==> config.mk <==
export PLATFORM = sky130hd
export DESIGN_NAME = soc_mem_responder
export DESIGN_NICKNAME = d
export VERILOG_FILES = /design/src/rtl/soc_mem_pkg.sv /design/src/rtl/soc_stall_lfsr.sv /design/src/rtl/soc_mem_responder.sv
export SDC_FILE = /design/constraint.sdc
export NUM_CORES = 1
export LEC_CHECK = 0
export ABC_AREA = 1
export BUFFER_PORTS_ARGS = -buffer_cell sky130_fd_sc_hd__buf_2
export CAP_MARGIN = 25
export CORE_AREA = 2 2 158 160
export DETAILED_ROUTE_END_ITERATION = 10
export DIE_AREA = 0 0 160 162
export GPL_TIMING_DRIVEN = 0
export HOLD_SLACK_MARGIN = 0.06
export PLACE_DENSITY = 0.58
export SYNTH_ARGS = -nofsm -noshare
export SYNTH_HDL_FRONTEND = slang
export SYNTH_SLANG_ARGS = --single-unit
==> constraint.sdc <==
create_clock -name clk_i -period 1.2 [get_ports clk_i]
set_clock_uncertainty 0.15 [all_clocks]
set_input_delay 0 -clock clk_i [delete_from_list [all_inputs] [get_ports clk_i]]
set_output_delay 0 -clock clk_i [all_outputs]
set_load 0.005 [all_outputs]
==> src/rtl/soc_mem_pkg.sv <==
// -----------------------------------------------------------------------------
// soc_mem_pkg
// Shared types and helpers for the SoC memory responder.
//   data_t / strb_t / addr_t : bus field types (64-bit data, 8 strobes, 32-bit address)
//   rd_tag_t                 : read-pipeline tag {valid, err}
//   strb_to_mask()           : expands byte strobes into a 64-bit bit mask
//   DefaultBaseWord          : word address of the first SRAM word (0x80000000 >> 3)
// -----------------------------------------------------------------------------
package soc_mem_pkg;

   typedef logic [63:0] data_t;
   typedef logic [7:0]  strb_t;
   typedef logic [31:0] addr_t;

   typedef struct packed {
      logic valid;
      logic err;
   } rd_tag_t;

   localparam logic [63:0] DefaultBaseWord = 64'h10000000;

   function automatic data_t strb_to_mask(strb_t strb);
      data_t mask;
      for (int i = 0; i < 8; i++) begin
         mask[i*8 +: 8] = {8{strb[i]}};
      end
      return mask;
   endfunction

endpackage

==> src/rtl/soc_stall_lfsr.sv <==
// -----------------------------------------------------------------------------
// soc_stall_lfsr
// 16-bit Fibonacci LFSR (taps 16,14,13,11) used as the grant-stall noise source.
//   clk   : clock
//   rst_n : asynchronous active-low reset, loads Seed
//   en    : advance one step per cycle when high
//   state : current LFSR contents
// Seed must be nonzero or the register locks up at all-zeros.
// -----------------------------------------------------------------------------
module soc_stall_lfsr #(
   parameter logic [15:0] Seed = 16'hACE1
) (
   input  logic        clk,
   input  logic        rst_n,
   input  logic        en,
   output logic [15:0] state
);

   logic feedback;

   // Right-shifting form: taps 16,14,13,11 map onto bits 0,2,3,5.
   assign feedback = state[0] ^ state[2] ^ state[3] ^ state[5];

   // NOTE: flops use non-blocking (<=) so every register samples pre-edge values.
   always_ff @(posedge clk or negedge rst_n) begin
      if (!rst_n) begin
         state <= Seed;
      end else if (en) begin
         state <= {feedback, state[15:1]};
      end
   end

endmodule

==> src/rtl/soc_mem_responder.sv <==
// -----------------------------------------------------------------------------
// soc_mem_responder
// Memory-side responder between a CPU req/gnt port and an sram_mem instance.
// Adds bounded pseudo-random grant stalls, range checking and a fixed-latency
// read-response pipeline with explicit rvalid.
//   clk_i, rst_ni          : clock, asynchronous active-low reset
//   stall_en_i             : enable random grant stalls
//   req_i / gnt_o          : request / grant; accepted when both are high
//   addr_i, we_i, wdata_i, strb_i : byte address, write enable, data, strobes
//   rdata_o, rvalid_o, err_o      : read response (err_o = out-of-range read)
//   mem_req_o, mem_we_o, mem_addr_o, mem_wdata_o, mem_wmask_o : SRAM request side
//   mem_rdata_i            : SRAM read data, valid one cycle after mem_req_o
// -----------------------------------------------------------------------------
module soc_mem_responder
   import soc_mem_pkg::*;
#(
   parameter int unsigned Depth       = 1 << 20,
   parameter logic [63:0] BaseWord    = DefaultBaseWord,
   parameter int unsigned ReadLatency = 1,
   parameter logic [15:0] StallSeed   = 16'hACE1,
   parameter int unsigned MaxStall    = 3
) (
   input  logic        clk_i,
   input  logic        rst_ni,
   input  logic        stall_en_i,
   input  logic        req_i,
   output logic        gnt_o,
   input  logic [31:0] addr_i,
   input  logic        we_i,
   input  logic [63:0] wdata_i,
   input  logic [7:0]  strb_i,
   output logic [63:0] rdata_o,
   output logic        rvalid_o,
   output logic        err_o,
   output logic        mem_req_o,
   output logic        mem_we_o,
   output logic [31:0] mem_addr_o,
   output logic [63:0] mem_wdata_o,
   output logic [63:0] mem_wmask_o,
   input  logic [63:0] mem_rdata_i
);

   localparam logic [3:0]  MaxStallCnt = 4'(MaxStall);
   localparam logic [31:0] BaseWord32  = BaseWord[31:0];

   // ---------------------------------------------------------------- grant
   logic [15:0] lfsr;
   logic        stall_raw;
   logic [3:0]  stall_cnt_q;

   soc_stall_lfsr #(.Seed(StallSeed)) u_lfsr (
      .clk   (clk_i),
      .rst_n (rst_ni),
      .en    (1'b1),
      .state (lfsr)
   );

   assign stall_raw = stall_en_i && (lfsr[2:0] == 3'b000);

   // Grant depends only on registered state and stall_en_i, never on req_i.
   // Once stall_cnt reaches MaxStall the stall is overridden, which bounds
   // the wait of a held request to MaxStall+1 cycles.
   assign gnt_o = rst_ni && !(stall_raw && (stall_cnt_q < MaxStallCnt));

   always_ff @(posedge clk_i or negedge rst_ni) begin
      if (!rst_ni) begin
         stall_cnt_q <= '0;
      end else if (req_i && !gnt_o) begin
         stall_cnt_q <= stall_cnt_q + 4'd1;
      end else begin
         stall_cnt_q <= '0;
      end
   end

   // ---------------------------------------------------- acceptance / range
   addr_t word_addr;
   addr_t rel_word;
   logic  in_range;
   logic  accept;

   assign word_addr = {3'b000, addr_i[31:3]};
   // Unsigned wrap makes addresses below the base fail the same single compare.
   assign rel_word  = word_addr - BaseWord32;
   assign in_range  = rel_word < Depth;
   assign accept    = req_i && gnt_o;

   assign mem_req_o   = accept && in_range;
   assign mem_we_o    = we_i;
   assign mem_addr_o  = word_addr;
   assign mem_wdata_o = wdata_i;
   assign mem_wmask_o = strb_to_mask(strb_i);

   // -------------------------------------------------------- read pipeline
   rd_tag_t tag_q [ReadLatency];
   rd_tag_t tag_out;
   data_t   resp_data;
   data_t   rdata_q;

   always_ff @(posedge clk_i or negedge rst_ni) begin
      if (!rst_ni) begin
         for (int i = 0; i < ReadLatency; i++) begin
            tag_q[i] <= '0;
         end
      end else begin
         tag_q[0] <= '{valid: accept && !we_i, err: accept && !we_i && !in_range};
         for (int i = 1; i < ReadLatency; i++) begin
            tag_q[i] <= tag_q[i-1];
         end
      end
   end

   assign tag_out = tag_q[ReadLatency-1];

   // SRAM data is valid one cycle after acceptance, which lines up with the
   // tag in stage 0; the remaining ReadLatency-1 stages only delay it.
   if (ReadLatency == 1) begin : g_no_delay
      assign resp_data = mem_rdata_i;
   end else begin : g_delay
      data_t dly_q [ReadLatency-1];

      // NOTE: the data delay line has no reset; its contents are only
      // consumed alongside a valid tag, and the tags are reset.
      always_ff @(posedge clk_i) begin
         dly_q[0] <= mem_rdata_i;
         for (int i = 1; i < ReadLatency - 1; i++) begin
            dly_q[i] <= dly_q[i-1];
         end
      end

      assign resp_data = dly_q[ReadLatency-2];
   end

   // Holding register so rdata_o keeps the last response between pulses.
   always_ff @(posedge clk_i or negedge rst_ni) begin
      if (!rst_ni) begin
         rdata_q <= '0;
      end else if (tag_out.valid) begin
         rdata_q <= tag_out.err ? '0 : resp_data;
      end
   end

   // NOTE: rdata_o gets its default first so no path leaves it unassigned (no latch).
   always_comb begin
      rdata_o = rdata_q;
      if (tag_out.valid) begin
         rdata_o = tag_out.err ? '0 : resp_data;
      end
   end

   assign rvalid_o = tag_out.valid;
   assign err_o    = tag_out.valid && tag_out.err;

   // Upper LFSR bits and the byte offset are intentionally unused.
   logic unused_bits;
   assign unused_bits = ^{lfsr[15:3], addr_i[2:0]};

endmodule

* After elaboration in Yosys (flattened, before gate mapping)
Index checks and enable logic that the tools add are counted.
** Operators by class
- Order comparisons :: 2
- Muxes and demuxes :: 3
- Add/sub/neg operators :: 2
- Bitwise logic cells :: 3
- Reduce and logical (&&, ||, !) cells :: 14
** Operators with widths (count)
- 2-to-1 mux 64 bit :: 2
- < comparator 32 x 21 -> 1 bit (second input constant) :: 1
- subtractor 29 x 29 -> 30 bit (second input constant) :: 1
- logical AND 1 bit :: 9
- adder 4 x 1 -> 4 bit (second input constant) :: 1
- zero test 1 bit :: 4
- < comparator 4 x 2 -> 1 bit (second input constant) :: 1
- 2-to-1 mux 4 bit :: 1
- zero test 3 bit :: 1
- bitwise XOR 1 bit :: 3
** Word-level totals
- Register bits :: 86

* Logic depth before layout (Yosys ltp)
- Word-level depth :: 8
- Depth in mapped cells :: 8
- Depth with buffers taken out :: 8

* Modules after synthesis
A second synthesis with hierarchy kept.
** Second synthesis, totals
- Cell total of the unflattened synthesis :: 566
- Area total of the unflattened synthesis :: 4882.2 µm²
** Modules (own cells, without submodules)
- soc_mem_responder :: cells each 487, area an instance 4191.5 µm², seq. area each 1751.7 µm², instances 1
- soc_stall_lfsr :: cells each 79, area an instance 690.7 µm², seq. area each 410.4 µm², instances 1

* Least setup slack after synthesis
OpenSTA, ideal clock, no wires.
- Path type :: reg2reg
- Start point :: register stall_cnt_q[0]
- End point :: register stall_cnt_q[0]
- Setup time :: 72 ps
- Path slack :: -75 ps
- Stages on the path, launching flop included :: 9
- Data arrival time :: 1053 ps
- Cell sequence :: dfrtp_1 ha_1 inv_1 nand2_1 nor2_1 nand2_1 nand2_1 nand2_1 nor2_1
** Between the ends
- Word-level cells in the longest chain between the ends :: 7
** RTL lines
- start: declaration :: line soc_mem_responder.sv:49 : logic [3:0] stall_cnt_q;
- start signal: assignment :: line soc_mem_responder.sv:69 : stall_cnt_q <= stall_cnt_q + 4'd1;
- < comparator 4 x 2 -> 1 bit :: line soc_mem_responder.sv:63 : assign gnt_o = rst_ni && !(stall_raw && (stall_cnt_q < MaxStallCnt));
- logical AND 1 bit :: line soc_mem_responder.sv:63
- zero test 1 bit :: line soc_mem_responder.sv:63
- logical AND 1 bit :: line soc_mem_responder.sv:63
- zero test 1 bit :: line soc_mem_responder.sv:68 : end else if (req_i && !gnt_o) begin
- logical AND 1 bit :: line soc_mem_responder.sv:68
- 2-to-1 mux 4 bit (*) :: line soc_mem_responder.sv:68
Mark *: on every way between the ends. The rest lies on a longest branch, timed or not.

* Final worst setup path
- Start point :: register tag_q, in the netlist rvalid_o
- End point :: output port rdata_o[63]
** Between the ends
- Word-level cells in the longest chain between the ends :: 1
** RTL lines
- start: declaration :: line soc_mem_responder.sv:94 : rd_tag_t tag_q [ReadLatency];
- start signal: indexed assignment :: line soc_mem_responder.sv:107 : tag_q[i] <= tag_q[i-1];
- 2-to-1 mux 64 bit :: line soc_mem_responder.sv:145 : if (tag_out.valid) begin
- end: declaration :: line soc_mem_responder.sv:32 : output logic [63:0] rdata_o,
No other way between the ends.

==> impl_metrics.csv <==
group,metric,value,unit
outcome,outcome,"complete, but fails checks",
outcome,violations,"negative hold slack, negative setup slack",
sta,hold-worst-slack,-0.541,ns
critical_path,endpoint,"rdata_o[63]",
sta,finalSetupTns,-31.30,ns
clock_network,clockRootBuffer,"clkbuf_16",
detailed_routing,ant_nets,0,
detailed_routing,drc,0,
job,maxCapViolCount,0,
layout,utilization,0.419,
critical_path,path_delay_family,"buffers and inverters",
clock_network,clock_path_buffers,2,
sta,worst_slew_pin_slew,0.517,ns
layout,final_cell_mix,"buf_2 (297), buf_4 (180), dlygate4sd3_1 (158)",
die,ios,402,
die,dieArea,25900,sq um
synthesis,yosysTopAreaCell,"dfrtp_1",
layout,instances_no_fill,1350,
clock_network,cts_hold_buffers,159,
clock_network,cts_made_buffers,9,
die,core_area,24100,sq um
placed_design,dp.cells,1135,
detailed_routing,dr.pass1.iters,6,
synthesis,ys_seq_elements,86,
grt,antenna_found_initial,1,
layout,final_nets,1194,
die,num_rows,57,
sta,fin_ws,-0.477,ns
synthesis,syn_inst,505,
sta,hold_viol_final,78,
critical_path,worstReg2RegStart,"rvalid_o",
grt,grt_overflow,0,
synthesis,yosysUniqueCellTypes,23,
sta,slew_headroom,0.655,
sta,maxSlewViolCount,0,
placed_design,place_ws,-0.330,ns
critical_path,r2r-end,"rdata_q[4]",
die,die_w,160,um
critical_path,crit_fanout,5,
die,start_util,0.192,
synthesis,synth.avg_cell_area,9.15,sq um
placed_design,hpwl,10700,um
power,leakage,5.04,nW
sta,period_needed,1.68,ns
synthesis,syn_area,4620,sq um
grt,grt_start_max_net_pins,57,
critical_path,r2r_cells,7,
sta,setup_viol,119,
placed_design,numPortBuffers,303,
layout,area.growth.synth_to_final,119,%
detailed_routing,routed_wl,18900,um
synthesis,synth_warnings,0,
critical_path,worstSetupEndpointType,"primary output",
critical_path,cp_cell_sequence,"buf_12 -> buf_12 -> buf_12 -> o21ai_2 -> buf_2",
critical_path,cp_num_buf_inv,4,
clock_network,htree_levels,3,
grt,grt_pass1_wl,25600,um
synthesis,yosysSeqAreaShare,0.468,
die,die_h,162,um
synthesis,synth.top_cell.area_share,0.422,
grt,track_usage,0.125,
critical_path,crit_type,"reg2out",
power,ir_drop,0.000546,V
sta,max_clock_freq,596,MHz
detailed_routing,viasPerCell,3.77,
detailed_routing,wl_per_cell,14.0,um
clock_network,clk_pin_slew,0.08,ns
synthesis,netlist_top_cells_area,"dfrtp_1 (42%), buf_4 (26%), nand3_1 (6.6%), inv_1 (6.2%), o21ai_0 (5.8%)",
clock_network,clock_sinks,86,
layout,final_common_cell,"buf_2",
critical_path,worst-r2r-setup-slack,-0.32,ns
critical_path,cp_num_cells,5,
sta,rsz0062_at_grt,"true",
detailed_routing,drt_iter0_drc,145,
critical_path,startpoint_type,"register",
critical_path,critPathSlowestCell,"dfrtp_2",
power,powerDensity,993,nW/um^2
clock_network,tritoncts,"built",
worst_hold_path,hp-class,"in2async",
clock_network,worst_skew_pair.late_latency,0.35,ns
critical_path,max_stage_delay,0.45,ns
critical_path,critPathMostFrequentCell,"buf_12",
placed_design,place_congestion,0.759,
critical_path,critPathArrivalTime,1.53,ns
grt,grt_pass1_vias,4951,
critical_path,cp-startpoint,"rvalid_o",
sta,fin_crit_sh,1.40,
layout,drive_gt1_frac,0.671,
critical_path,cp.required,1.05,ns
detailed_routing,num_vias,5095,
==> state kept, by name (all words and copies together), names as in the netlist <==
signal	count
rdata_q	64
rvalid_o	1
stall_cnt_q	4
tag_out	1
u_lfsr.state	16
==> cell usage after synthesis (all sizes together) <==
cell type,count
xor2,2
xnor2,1
o21ai,64
buf,176
dfrtp,78
nand3,66
nand2,12
clkbuf,5
dfstp,8
nand4,2
nor2b,1
nor2,11
ha,1
inv,77
conb,1
==> stage by stage <==
stage	instance area, sq um	total power, W
2_1_floorplan	4650	0.00464
3_3_place_gp	6580	0.00574
3_5_place_dp	6610	0.00580
4_1_cts	9010	0.00958
5_1_grt	10100	0.0106
6_report	10100	0.0100
==> worst min path at each step <==
stage,endpoint,cells past startpoint
finish,rdata_q[0],1
global route,u_lfsr.state[4],1
CTS,rdata_q[0],1
detailed placement,rdata_q[0],1
global placement,mem_wdata_o[59],2
floorplan,rdata_q[0],0
==> cell families after synthesis <==
family	Yosys count	share of synthesized area
AO/OA/AOI/OAI	64	0.0734
XOR/XNOR	3	0.00569
adder cells (fa/ha/maj)	1	0.00271
buffers and inverters	258	0.350
flip-flops	86	0.468
other	1	0.000811
AND/OR/NAND/NOR	92	0.0996
==> layout make-up <==
class	instances	area, sq um
repair buffers	501	3700
well taps	324	405
plain buffers	181	1540
clock buffers	9	225
flip-flops and latches	86	2160
diodes	1	2.50
repair inverters	1	16.3
clock inverters	7	88.8
inverters	77	302
fillers	2302	14000
multi-input cells	163	1650
==> where the power goes <==
group / total (W) / switching [W] / internal, W
Clock: 0.00292 / 0.00142 / 0.00150
Sequential: 0.00353 / 0.000138 / 0.00339
Combinational: 0.00357 / 0.00155 / 0.00202
==> worst reg2reg max path, stage by stage, from the launching register on <==
cell and delay, ns:
dfrtp_2 0.45, buf_12 0.16, buf_12 0.14, buf_12 0.15, nand3_4 0.07, o21ai_4 0.08
buf_6 0.12, buf_6 0.10
==> routing by layer <==
layer | part of all wire | GRT usage | wire (um)
met5 | 0 | 0 | 0
met4 | 0.026 | 0.0401 | 490
met3 | 0.058 | 0.0306 | 1090
met2 | 0.55 | 0.244 | 10400
met1 | 0.36 | 0.132 | 6870
==> what timing repair did <==
item                                    CTS  global route
pin swaps                                11            19
gates resized for setup                 127           179
gates cloned                              2            10
hold endpoints to repair                296            79
buffers inserted                         17            17
endpoints found under the setup margin  137           146
Note: power is estimated with default switching activity, not from simulation.
